==> src/rtl/mem_arb_pkg.sv <==
// Shared types for the unified-memory arbiter.
// Arbiter FSM states and the RISC-V NOP used as the fetch fallback.
package mem_arb_pkg;

  typedef enum logic [1:0] {
    ARB_IDLE,
    ARB_DATA,
    ARB_FETCH,
    ARB_DONE
  } arb_state_e;

  localparam logic [31:0] RV_NOP = 32'h0000_0013;

endpackage

==> src/rtl/mem_arb_watchdog.sv <==
// Request watchdog: counts unacknowledged request cycles and
// fakes an ack after TIMEOUT_CYCLES; sticky flag until reset.
module mem_arb_watchdog #(
  parameter int TIMEOUT_CYCLES = 255
) (
  input  logic clk,
  input  logic rst,
  input  logic i_clear,
  input  logic i_wait,
  output logic o_expire,
  output logic o_timeout
);

  localparam int CNT_W = $clog2(TIMEOUT_CYCLES + 1);

  logic [CNT_W-1:0] r_cnt;
  logic             r_flag;

  assign o_expire  = i_wait &
                     (r_cnt == CNT_W'(TIMEOUT_CYCLES - 1));
  assign o_timeout = r_flag;

  // Count waiting cycles; restart on every new access.
  always_ff @(posedge clk) begin
    if (!rst) begin
      r_cnt  <= '0;
      r_flag <= 1'b0;
    end else begin
      if (i_clear || o_expire) begin
        r_cnt <= '0;
      end else if (i_wait) begin
        r_cnt <= r_cnt + 1'b1;
      end
      if (o_expire) begin
        r_flag <= 1'b1;
      end
    end
  end

endmodule

==> src/rtl/mem_arbiter.sv <==
// Fetch/data arbiter for one single-port memory; data goes first.
// Optional watchdog enabled by defining MEM_ARB_TIMEOUT_EN.
module mem_arbiter
  import mem_arb_pkg::*;
#(
  parameter int ADDR_W         = 32,
  parameter int DATA_W         = 32,
  parameter int TIMEOUT_CYCLES = 255
) (
  input  logic              clk,
  input  logic              rst,
  input  logic              i_if_req,
  input  logic [ADDR_W-1:0] i_if_addr,
  output logic [DATA_W-1:0] o_if_rdata,
  input  logic              i_dm_req,
  input  logic              i_dm_we,
  input  logic [ADDR_W-1:0] i_dm_addr,
  input  logic [DATA_W-1:0] i_dm_wdata,
  output logic [DATA_W-1:0] o_dm_rdata,
  output logic              o_stall,
  output logic              o_mem_req,
  output logic              o_mem_we,
  output logic [ADDR_W-1:0] o_mem_addr,
  output logic [DATA_W-1:0] o_mem_wdata,
  input  logic              i_mem_ack,
  input  logic [DATA_W-1:0] i_mem_rdata,
  output logic              o_timeout
);

  arb_state_e        r_state;
  arb_state_e        w_next;
  logic              r_if_req;
  logic [ADDR_W-1:0] r_if_addr;
  logic              r_dm_we;
  logic [ADDR_W-1:0] r_dm_addr;
  logic [DATA_W-1:0] r_dm_wdata;
  logic              r_mem_req;
  logic [DATA_W-1:0] r_if_rdata;
  logic [DATA_W-1:0] r_dm_rdata;
  logic              w_ack;
  logic              w_expire;
  logic              w_fin;
  logic              w_latch;
  logic              w_stall;

  assign w_ack   = r_mem_req & i_mem_ack;
  assign w_fin   = w_ack | w_expire;
  assign w_latch = (r_state == ARB_IDLE) &
                   (i_if_req | i_dm_req);

  assign o_mem_req  = r_mem_req;
  assign o_if_rdata = r_if_rdata;
  assign o_dm_rdata = r_dm_rdata;
  assign o_stall    = rst & w_stall;

`ifdef MEM_ARB_TIMEOUT_EN
  mem_arb_watchdog #(
    .TIMEOUT_CYCLES(TIMEOUT_CYCLES)
  ) u_wdog (
    .clk      (clk),
    .rst      (rst),
    .i_clear  (~r_mem_req | w_ack),
    .i_wait   (r_mem_req & ~i_mem_ack),
    .o_expire (w_expire),
    .o_timeout(o_timeout)
  );
`else
  logic w_unused_to;
  assign w_unused_to = ^TIMEOUT_CYCLES;
  assign w_expire    = 1'b0;
  assign o_timeout   = 1'b0;
`endif

  // Next state and pipeline stall.
  always_comb begin
    w_next  = r_state;
    w_stall = 1'b0;
    unique case (r_state)
      ARB_IDLE: begin
        w_stall = i_if_req | i_dm_req;
        if (i_dm_req) begin
          w_next = ARB_DATA;
        end else if (i_if_req) begin
          w_next = ARB_FETCH;
        end
      end
      ARB_DATA: begin
        w_stall = 1'b1;
        if (w_fin) begin
          w_next = r_if_req ? ARB_FETCH : ARB_DONE;
        end
      end
      ARB_FETCH: begin
        w_stall = 1'b1;
        if (w_fin) begin
          w_next = ARB_DONE;
        end
      end
      ARB_DONE: begin
        w_next = ARB_IDLE;
      end
      default: begin
        w_next = ARB_IDLE;
      end
    endcase
  end

  // Memory-side address/control from the pending access.
  always_comb begin
    o_mem_we    = 1'b0;
    o_mem_addr  = '0;
    o_mem_wdata = '0;
    if (r_state == ARB_DATA) begin
      o_mem_we    = r_dm_we;
      o_mem_addr  = r_dm_addr;
      o_mem_wdata = r_dm_wdata;
    end else if (r_state == ARB_FETCH) begin
      o_mem_addr = r_if_addr;
    end
  end

  // State, pending requests, request line and read data.
  always_ff @(posedge clk) begin
    if (!rst) begin
      r_state    <= ARB_IDLE;
      r_if_req   <= 1'b0;
      r_if_addr  <= '0;
      r_dm_we    <= 1'b0;
      r_dm_addr  <= '0;
      r_dm_wdata <= '0;
      r_mem_req  <= 1'b0;
      r_if_rdata <= '0;
      r_dm_rdata <= '0;
    end else begin
      r_state   <= w_next;
      r_mem_req <= (w_next == ARB_DATA) ||
                   (w_next == ARB_FETCH);
      if (w_latch) begin
        r_if_req   <= i_if_req;
        r_if_addr  <= i_if_addr;
        r_dm_we    <= i_dm_we;
        r_dm_addr  <= i_dm_addr;
        r_dm_wdata <= i_dm_wdata;
      end
      if (w_fin && r_state == ARB_DATA && !r_dm_we) begin
        r_dm_rdata <= w_ack ? i_mem_rdata : '0;
      end
      if (w_fin && r_state == ARB_FETCH) begin
        r_if_rdata <= w_ack ? i_mem_rdata
                            : DATA_W'(RV_NOP);
      end
    end
  end

endmodule
==> config.mk <==
export PLATFORM = sky130hd
export DESIGN_NAME = mem_arbiter
export DESIGN_NICKNAME = d
export VERILOG_FILES = /design/src/rtl/mem_arb_pkg.sv /design/src/rtl/mem_arb_watchdog.sv /design/src/rtl/mem_arbiter.sv
export SDC_FILE = /design/constraint.sdc
export NUM_CORES = 1
export LEC_CHECK = 0
export ABC_AREA = 1
export CAP_MARGIN = 15
export CORE_MARGIN = 2
export CORE_UTILIZATION = 40
export DETAILED_ROUTE_END_ITERATION = 12
export PLACE_DENSITY = 0.8
export SLEW_MARGIN = 20
export SYNTH_ARGS = -nofsm -noshare
export SYNTH_HDL_FRONTEND = slang
export SYNTH_SLANG_ARGS = --single-unit
==> constraint.sdc <==
create_clock -name clk -period 2.48 [get_ports clk]
set_input_delay 0.496 -clock clk [delete_from_list [all_inputs] [get_ports clk]]
set_output_delay 0.496 -clock clk [all_outputs]
set_load 0.005 [all_outputs]
==> flow_summary.ini <==
[synthesis]
yosysWarnings = 0
avgSynthCellArea_um2 = 7.34
netlist_top_cells_area = dfxtp_1 (51%), nor2_1 (15%), o21ai_0 (13%)
async_flop_share = 0
synthCells = 889
yosys.area_share.simple = 0.208
synth_compound_area_frac = 0.179
synth_top_family_by_area = simple AND/OR/NAND/NOR gates
synth-adder-area-share = 0.00959
synth-xor-area-share = 0
synthDistinctLibCells = 19
synthMuxAreaShare = 0
synth_nets = 1028
synth_top_area_frac = 0.506
synth.largest_area_cell = dfxtp_1
synthFlopType = dfxtp_1
yosys.cell_count.top_type = nor2_1
synth.cell_area_um2 = 6520
ys_seq_area_frac = 0.506
synth_edf_count = 0
synth.top_cells.by_count = nor2_1 (262), o21ai_0 (170), dfxtp_1 (165)
synth-seq-cells = 165

[timing]
rsz0062_at_grt = yes
final.setup.worst_slack_ps = 84.7
fin_crit_sh = 0.966
tns_ps = 0
period_needed_ps = 2400
maxSlewViolCount = 0
final-setup-viol-count = 0
worstMarginPinSlew_ps = 728
slew_headroom = 0.515
holdWs_ps = 405
fmax_mhz = 417
hold_viol = 0
finClkSkew_ps = 8.53

[die]
dieArea_um2 = 17300
die_w_um = 132
die_h_um = 132
start_util = 0.411
ios = 266
rows = 46
core_area_um2 = 15900

[clock_network]
post_cts_buffers = 0
cts_made_buffers = 17
htree_levels = 4
clk_pin_slew_ps = 60
cts.sinks = 165
cts_root_buffer = clkbuf_16
cts_tree = yes
insertion_delay_ps = 410
cts_buffer_depth = 2
ctsHoldBuffers = 0

[global_routing]
grt_max_degree = 163
grt_use_total = 0.222
first_global_vias = 6229
antenna_found_initial = 0
grt_pass1_wl_um = 31500
overflow = 0

[power_and_ir_drop]
power.static_leakage_uw = 0.00436
pwr_density_cell_nw_per_um2 = 736
irDropWorstVdd_uv = 471

[critical_path]
rrSetupSlack_ps = 610
crit_path_start_kind = input port
path_max_fanout = 2
r2r_cells = 8
required_ps = 1980
critPathArrivalTime_ps = 1900
cp-startpoint = i_if_req
crit_end = o_stall
reg2reg_from = r_state[0]
worstSetupPathType = input port to primary output
r2r_end = o_if_rdata[24]
worstSetupEndpointType = primary output

[final_layout]
fin_util = 0.620
drive_above_1_share = 0.0521
n_fill_cell = 1408
num_antenna_cells = 0
syn_to_final_growth_pct = 50.9
fin_cells = 1349
nNetsFinal = 1259

[placement]
dp_cells = 1316
post-place-ws_ps = 62.7
gp_congestion = 0.820
portBuffers = 264
dp_hpwl_um = 12600

[drt]
drt-vias-per-instance = 4.86
drt_iter0_drc = 276
vias = 6557
avgRoutedWirePerCell_um = 14.4
drc = 0
firstDrtPassIters = 5
ant_nets = 0
wirelength_um = 19400

[status]
status = finished, final reports clean

[worst_hold_path]
hp-class = input port to flip-flop

[job]
cap_violations = 0
-- sequential cells by signal, summed over array words and instances, names as in the netlist --
signal and count:
r_if_addr 32, r_if_req 1, o_if_rdata 32, r_dm_we 1
r_dm_wdata 32, r_state 2, o_dm_rdata 32, r_dm_addr 32
o_mem_req 1
-- area by class of cell --
class                           count  area [um^2]  area share
Inverter                           75          282      0.0286
Sequential cell                   165         3300       0.336
Clock buffer                       20          457      0.0464
Timing Repair Buffer              278         2810       0.285
Tap cell                          216          270      0.0275
Multi-Input combinational cell    583         2610       0.265
Clock inverter                     12          119      0.0121
-- worst max-delay path: stages --
cell and delay (ps):
clkdlybuf4s50_1 480, o21ai_4 220, inv_2 60, o21ai_1 140, inv_1 60, clkdlybuf4s50_1 440
-- kinds of logic (layout without fill, tap and decap cells) --
logic type / after synthesis / in the layout
compound gates: 233 / 233
fa+ha+maj: 5 / 5
buf+inv: 141 / 385
flops: 165 / 165
other cells: 1 / 1
simple gates: 344 / 344
-- how the worst min path moves through the flow --
stage                        from       endpoint  cells after the start  slack, ps
floorplan            r_dm_addr[0]   r_dm_addr[0]                      2        420
global placement    r_dm_addr[23]  r_dm_addr[23]                      2        430
detailed placement  r_dm_addr[15]  r_dm_addr[15]                      2        440
CTS                           rst     r_state[1]                      3        390
global route                  rst     r_state[1]                      3        420
finish                        rst     r_state[1]                      3        400
-- routing by layer --
metal	vias up	GRT usage	wire, um
li1	3287	-	-
met1	3024	0.264	8190
met2	221	0.364	9150
met3	25	0.0853	1650
met4	0	0.0815	425
met5	-	0	0
-- power breakdown --
group | switching [uW] | internal (uW) | leakage, uW | total (uW)
registers | 145 | 2980 | 0.00136 | 3120
clock network | 1120 | 1460 | 0.000279 | 2570
logic | 828 | 723 | 0.00273 | 1550
-- layout by cell type, fill, tap and decap left out --
cell,netlist,final
bufinv_16,0,1
bufbuf_16,0,1
inv_8,0,1
o21ai_4,0,1
conb_1,1,1
clkbuf_8,0,2
nand2_1,44,44
o21ai_0,170,163
buf_4,10,8
a21oi_1,36,36
buf_12,0,6
clkbuf_16,0,17
clkinv_2,0,2
inv_1,71,70
clkdlybuf4s50_1,0,231
dfxtp_2,0,1
clkbuf_1,31,1
clkinv_4,0,3
nor2_1,262,262
dlygate4sd2_1,0,32
ha_2,0,3
ha_1,5,2
o21ai_1,26,33
dfxtp_1,165,164
nor2_4,1,1
nand3_2,2,2
nand3_1,35,35
clkinvlp_4,0,2
inv_6,0,3
inv_2,4,5
-- metrics by stage --
| step | area [um^2] | power, uW |
|---|---|---|
| after floorplan | 6520 | 4020 |
| after global placement | 9240 | 4690 |
| after detailed placement | 9240 | 4720 |
| after CTS | 9830 | 7290 |
| after global routing | 9840 | 7640 |
| final | 9840 | 7250 |
-- repair_timing --
| action | in CTS | in global routing |
|---|---|---|
| cloned | 1 | 0 |
| endpoints found under the setup margin | 65 | 34 |
| pin swaps | 0 | 0 |
| gates resized for setup | 46 | 4 |
Note: power is estimated with default switching activity, not from simulation.
